### src/rtl/core_pkg.sv
// Shared types for the core pipeline: load widths, the ma->wb bundle and the datapath width.
package core_pkg;

   localparam int XLEN = 32;

   typedef enum logic [2:0] {
      LF_LB  = 3'b000,
      LF_LH  = 3'b001,
      LF_LW  = 3'b010,
      LF_LBU = 3'b100,
      LF_LHU = 3'b101
   } load_funct3_e;

   typedef struct packed {
      logic [XLEN-1:0] reg_data;
      logic [XLEN-1:0] mem_data;
      logic [XLEN-1:0] csr_data;
      logic [4:0]      rd;
      logic [11:0]     csr;
      logic            reg_write;
      logic            csr_write;
      logic            mem_read;
      logic [2:0]      mem_funct3;
      logic [1:0]      addr_lo;
   } mw_bundle_t;

   function automatic logic [XLEN-1:0] ext8(input logic [7:0] b, input logic sgn);
      return {{(XLEN-8){sgn & b[7]}}, b};
   endfunction

   function automatic logic [XLEN-1:0] ext16(input logic [15:0] h, input logic sgn);
      return {{(XLEN-16){sgn & h[15]}}, h};
   endfunction

endpackage

### src/rtl/core_wb_load_align.sv
// Combinational load-data alignment: picks the byte/half named by the offset and extends it.
module core_wb_load_align
   import core_pkg::*;
(
   input  logic [31:0] w,
   input  logic [1:0]  a,
   input  logic [2:0]  funct3,
   output logic [31:0] aligned
);

   logic [7:0]  byte_sel;
   logic [15:0] half_sel;

   always_comb begin
      byte_sel = 8'(w >> {a, 3'b000});
      // ma guarantees halfword alignment, so only a[1] matters
      half_sel = a[1] ? w[31:16] : w[15:0];
      aligned  = w;
      case (funct3)
         LF_LB:   aligned = ext8(byte_sel, 1'b1);
         LF_LBU:  aligned = ext8(byte_sel, 1'b0);
         LF_LH:   aligned = ext16(half_sel, 1'b1);
         LF_LHU:  aligned = ext16(half_sel, 1'b0);
         default: aligned = w;
      endcase
   end

endmodule

### src/rtl/core_wb.sv
// Write-back stage: one-entry holding register, load alignment, rf/CSR writes, bypass, instret.
// Define CORE_WB_INSTRET_EN to build the retired-instruction counter; otherwise wb_instret is 0.
module core_wb
   import core_pkg::*;
#(
   parameter int XLEN      = core_pkg::XLEN,
   parameter int INSTRET_W = 64
) (
   input  logic                 clk,
   input  logic                 rest,
   input  logic                 mw_valid,
   output logic                 mw_ready,
   input  logic [XLEN-1:0]      mw_reg_data,
   input  logic [XLEN-1:0]      mw_mem_data,
   input  logic [XLEN-1:0]      mw_csr_data,
   input  logic [4:0]           mw_rd,
   input  logic [11:0]          mw_csr,
   input  logic                 mw_reg_write,
   input  logic                 mw_csr_write,
   input  logic                 mw_mem_read,
   input  logic [2:0]           mw_mem_funct3,
   input  logic [1:0]           mw_addr_lo,
   output logic                 rf_we,
   output logic [4:0]           rf_waddr,
   output logic [XLEN-1:0]      rf_wdata,
   output logic                 csr_wvalid,
   input  logic                 csr_wready,
   output logic [11:0]          csr_waddr,
   output logic [XLEN-1:0]      csr_wdata,
   output logic                 wb_fwd_valid,
   output logic [4:0]           wb_fwd_rd,
   output logic [XLEN-1:0]      wb_fwd_data,
   output logic [INSTRET_W-1:0] wb_instret
);

   mw_bundle_t      mw_d;
   mw_bundle_t      mw_q;
   logic            valid_q;
   logic            retire;
   logic            capture;
   logic            rd_live;
   logic [XLEN-1:0] aligned;
   logic [XLEN-1:0] result;

   always_comb begin
      mw_d            = '0;
      mw_d.reg_data   = mw_reg_data;
      mw_d.mem_data   = mw_mem_data;
      mw_d.csr_data   = mw_csr_data;
      mw_d.rd         = mw_rd;
      mw_d.csr        = mw_csr;
      mw_d.reg_write  = mw_reg_write;
      mw_d.csr_write  = mw_csr_write;
      mw_d.mem_read   = mw_mem_read;
      mw_d.mem_funct3 = mw_mem_funct3;
      mw_d.addr_lo    = mw_addr_lo;
   end

   // A CSR write holds the entry until the CSR unit takes it
   assign retire   = valid_q && (!mw_q.csr_write || csr_wready);
   assign mw_ready = !valid_q || retire;
   assign capture  = mw_valid && mw_ready;

   always_ff @(posedge clk or negedge rest) begin
      if (!rest) begin
         valid_q <= 1'b0;
         mw_q    <= '0;
      end else if (capture) begin
         valid_q <= 1'b1;
         mw_q    <= mw_d;
      end else if (retire) begin
         valid_q <= 1'b0;
      end
   end

   core_wb_load_align u_load_align (
      .w       (mw_q.mem_data),
      .a       (mw_q.addr_lo),
      .funct3  (mw_q.mem_funct3),
      .aligned (aligned)
   );

   assign result  = mw_q.mem_read ? aligned : mw_q.reg_data;
   assign rd_live = mw_q.reg_write && (mw_q.rd != 5'd0);

   assign rf_we    = retire && rd_live;
   assign rf_waddr = mw_q.rd;
   assign rf_wdata = result;

   assign csr_wvalid = valid_q && mw_q.csr_write;
   assign csr_waddr  = mw_q.csr;
   assign csr_wdata  = mw_q.csr_data;

   // Bypass stays up through a CSR stall so ex sees the pending value
   assign wb_fwd_valid = valid_q && rd_live;
   assign wb_fwd_rd    = mw_q.rd;
   assign wb_fwd_data  = result;

`ifdef CORE_WB_INSTRET_EN
   logic [INSTRET_W-1:0] instret_q;

   always_ff @(posedge clk or negedge rest) begin
      if (!rest) begin
         instret_q <= '0;
      end else if (retire) begin
         instret_q <= instret_q + 1'b1;
      end
   end

   assign wb_instret = instret_q;
`else
   assign wb_instret = '0;
`endif

endmodule

### config.mk
export PLATFORM = sky130hd
export DESIGN_NAME = core_wb
export DESIGN_NICKNAME = d
export VERILOG_FILES = /design/src/rtl/core_pkg.sv /design/src/rtl/core_wb_load_align.sv /design/src/rtl/core_wb.sv
export SDC_FILE = /design/constraint.sdc
export NUM_CORES = 1
export LEC_CHECK = 0
export ABC_AREA = 1
export BUFFER_PORTS_ARGS = -buffer_cell sky130_fd_sc_hd__buf_2
export CAP_MARGIN = 10
export CORE_MARGIN = 3
export CORE_UTILIZATION = 45
export CTS_BUF_LIST = sky130_fd_sc_hd__clkbuf_2 sky130_fd_sc_hd__clkbuf_4 sky130_fd_sc_hd__clkbuf_8
export DETAILED_ROUTE_END_ITERATION = 7
export PLACE_DENSITY = 0.78
export SETUP_SLACK_MARGIN = 0.15
export SLEW_MARGIN = 0
export SYNTH_ARGS = -nofsm -noshare
export SYNTH_HDL_FRONTEND = slang
export SYNTH_HIERARCHICAL = 1
export SYNTH_SLANG_ARGS = --single-unit
export TNS_END_PERCENT = 30
### constraint.sdc
create_clock -name clk -period 1.7 [get_ports clk]
set_clock_uncertainty 0.05 [all_clocks]
set_input_delay 0.085 -clock clk [delete_from_list [all_inputs] [get_ports clk]]
set_output_delay 0.085 -clock clk [all_outputs]
set_load 0.02 [all_outputs]
==> impl_metrics.csv <==
group,metric,value,unit
floorplan,io_pins,311,
global_route,grt_pass1_vias,6961,
setup_path,critPathMaxFanout,7,
finish,area_delta_synth_final,42.25,%
yosys,syn-instance-count,885,
yosys,ys_async_sr_fraction,1.000,
finish,finalNonFillerCells,1389,
yosys,synth_ff_type,"dfrtp_1",
yosys,synth.area.top_cells,"dfrtp_1 (42%), buf_4 (16%), nand2_1 (16%), nand3_1 (10%), mux2_2 (5.0%)",
placement,io_buffers,246,
clock_network,cts_sinks,122,
route,viasPerCell,5.017,
floorplan,initial_core_util,0.4672,
yosys,synth_area_per_cell,8.145,um^2
timing,hold_viol,0,
global_route,overflow,0,
setup_path,slowest_delay,450,ps
setup_path,reg2regPathDepth,5,
yosys,ys_warn_count,6,
timing,setup_violations,64,
route,wl_per_cell,17.07,um
timing,fin_tns_setup,-28020,ps
min_path,hold_class,"in -> async",
setup_path,critPathArrivalTime,2080,ps
clock_network,tritoncts,"done",
floorplan,die_y,132.6,um
route,wirelength,23720,um
job,maxCapViolCount,0,
setup_path,endpoint_kind,"primary output",
yosys,yosysTopAreaCellShare,0.4235,
outcome,violations,"setup timing",
clock_network,clockBufferDepth,2,
finish,fin_nets,1289,
placement,dpl.hpwl,13810,um
timing,finalWorstSetupSlack,-513.3,ps
clock_network,clkSlewWorstSetupHoldPaths,80,ps
floorplan,fp.dieArea,17570,um^2
setup_path,reg2reg_from,"valid_q",
route,route.top_layer_used,"met4",
yosys,synth_seq_cells,122,
floorplan,core-area,15430,um^2
global_route,grt_pass1_wl,36990,um
clock_network,cts_buffers,17,
timing,slew_viol_final,0,
timing,fmax,0.4518,GHz
setup_path,r2r-end,"mw_q[114]",
setup_path,ff2ff_setup_slack,180,ps
clock_network,clk_latency,430,ps
floorplan,row_count,45,
route,wl_met3,1827,um
placement,dp_cells,1226,
route,dr_wl_met2,12590,um
global_route,antenna_found_initial,2,
global_route,grt_max_degree,81,
timing,rsz0062_at_grt,"true",
clock_network,cts-root-buf,"clkbuf_8",
yosys,synth_edf_count,0,
timing,final.period_utilization,1.302,
route,drtPass1Iterations,5,
placement,place_congestion,0.8995,
global_route,track_usage,0.2625,
route,drt-met1-wl,8557,um
setup_path,worstSetupStartpointType,"register",
route,antenna_left,0,
finish,drive_above_1_share,0.3393,
yosys,synth_area_leader_cell,"dfrtp_1",
setup_path,crit_slowest_cell,"dfrtp_2",
setup_path,worstPathRequired,1560,ps
yosys,netlist-cell-type-count,27,
route,drc,0,
clock_network,h-tree-depth,4,
route,vias,6969,
floorplan,die_w,132.6,um
timing,fin_crit,2213,ps
yosys,syn_area,7208,um^2
setup_path,worstPathCellList,"inv_2 > nand2_2 > nand3_2 > nand2_4 > nand2_8 > buf_12 > buf_16 > nand3_2 > mux2_4 > buf_6",
yosys,ys_seq_area_frac,0.4235,
route,initialDrtViolationCount,531,
power,ir_worst_vdd,0.5517,mV
outcome,status,"finished, violations left",
power,p_leak,5.616,nW
setup_path,crit_top_cell,"nand3_2",
setup_path,path_class,"reg -> out",
power,powerDensity,1005,nW/um^2
[layer usage]
| layer | vias up | global-route usage |
|---|---|---|
| met3 | 64 | 0.07034 |
| met1 | 3332 | 0.2994 |
| met2 | 385 | 0.4654 |
| li1 | 3188 | - |
| met5 | - | 0 |
| met4 | 0 | 0.1085 |
[final cells by class]
cell class              count  area (um^2)
diodes                      2        5.005
clock buffers              19        249.0
clock inverters            12        175.2
fillers                  1142         5174
inverters                  19        71.32
multi-input cells         602         3226
flip-flops and latches    122         3058
well taps                 211        264.0
repair buffers            402         3206
[placed cells by master, fill, tap and decap left out]
cell type and n:
a21oi_2 1, and2_4 1, buf_12 11, buf_16 3
buf_2 199, buf_4 19, buf_6 46, buf_8 1
bufinv_16 4, clkbuf_4 2, clkbuf_8 17, clkinv_2 3
clkinv_4 2, clkinvlp_4 3, conb_1 64, dfrtp_1 118
dfrtp_2 4, diode_2 2, dlygate4sd3_1 123, inv_1 17
inv_2 2, mux2_2 6, mux2_4 26, nand2_1 293
nand2_2 4, nand2_4 3, nand2_8 2, nand3_1 142
nand3_2 16, nand3_4 13, nand4_1 4, nor2_1 4
nor2_4 4, nor3_2 2, o211ai_1 5, o21ai_1 4
or2_1 3, or2_2 5
[through the flow]
step	hold slack, ps	worst slack, ps	util	power, W	area (um^2)
after floorplan	-260.6	49.79	-	0.006166	7605
final	88.67	-513.3	0.6646	0.01031	10250
after CTS	83.12	-496.5	0.6522	0.01005	10060
after detailed placement	-9.917	-77.61	0.5160	0.006612	7960
after global routing	108.5	-603.7	0.6646	0.01076	10250
after global placement	-7.758	-45.55	0.5160	0.006564	7960
[power breakdown]
group	internal (W)	total, W	switching (W)
logic	0.00172	0.00395	0.00223
clock network	0.00162	0.00282	0.00120
registers	0.00325	0.00354	0.000281
total	0.00659	0.0103	0.00372
[logic make-up (layout without fill, tap and decap cells)]
| kind of cell | after synthesis | in the layout | synth area share |
|---|---|---|---|
| compound gates | 10 | 10 | 0.008679 |
| mux | 32 | 32 | 0.04999 |
| buf+inv | 224 | 452 | 0.2067 |
| flops | 122 | 122 | 0.4235 |
| other cells | 1 | 66 | 0.0005202 |
| simple gates | 496 | 496 | 0.3105 |
[flip-flops by register name, indices dropped and copies added (netlist names)]
register   cells
csr_wdata     32
mw_q          72
rf_waddr       5
valid_q        1
csr_waddr     12
[how the worst max path moves through the flow]
stage,from,to
after global placement,mw_q[3],wb_fwd_data[4]
after CTS,mw_q[1],rf_wdata[27]
after floorplan,mw_q[1],wb_fwd_data[12]
after detailed placement,mw_q[3],rf_wdata[12]
after global routing,mw_q[2],rf_wdata[22]
final,mw_q[1],rf_wdata[27]
[synth_stat cells (5+ instances only)]
library cell	count
nand2_1	299
buf_4	155
nand3_1	150
dfrtp_1	122
mux2_2	32
buf_2	30
nand3_2	21
inv_1	17
clkbuf_1	15
nor2_1	7
o211ai_1	5
or2_2	5
[worst max-delay path, delay by kind of cell (launching register included)]
| family | cells | cell delay, ps |
|---|---|---|
| buf+inv | 4 | 480 |
| mux | 1 | 280 |
| simple gates | 5 | 420 |
| flops | 1 | 450 |
[repair_timing]
item,in CTS,in global routing
buffers inserted,5,0
hold endpoints to repair,244,0
pin swaps,4,10
hold buffers,123,0
cloned,2,0
gates resized for setup,97,48
setup endpoints to repair,65,85
Power figures use the tool's default switching activity.
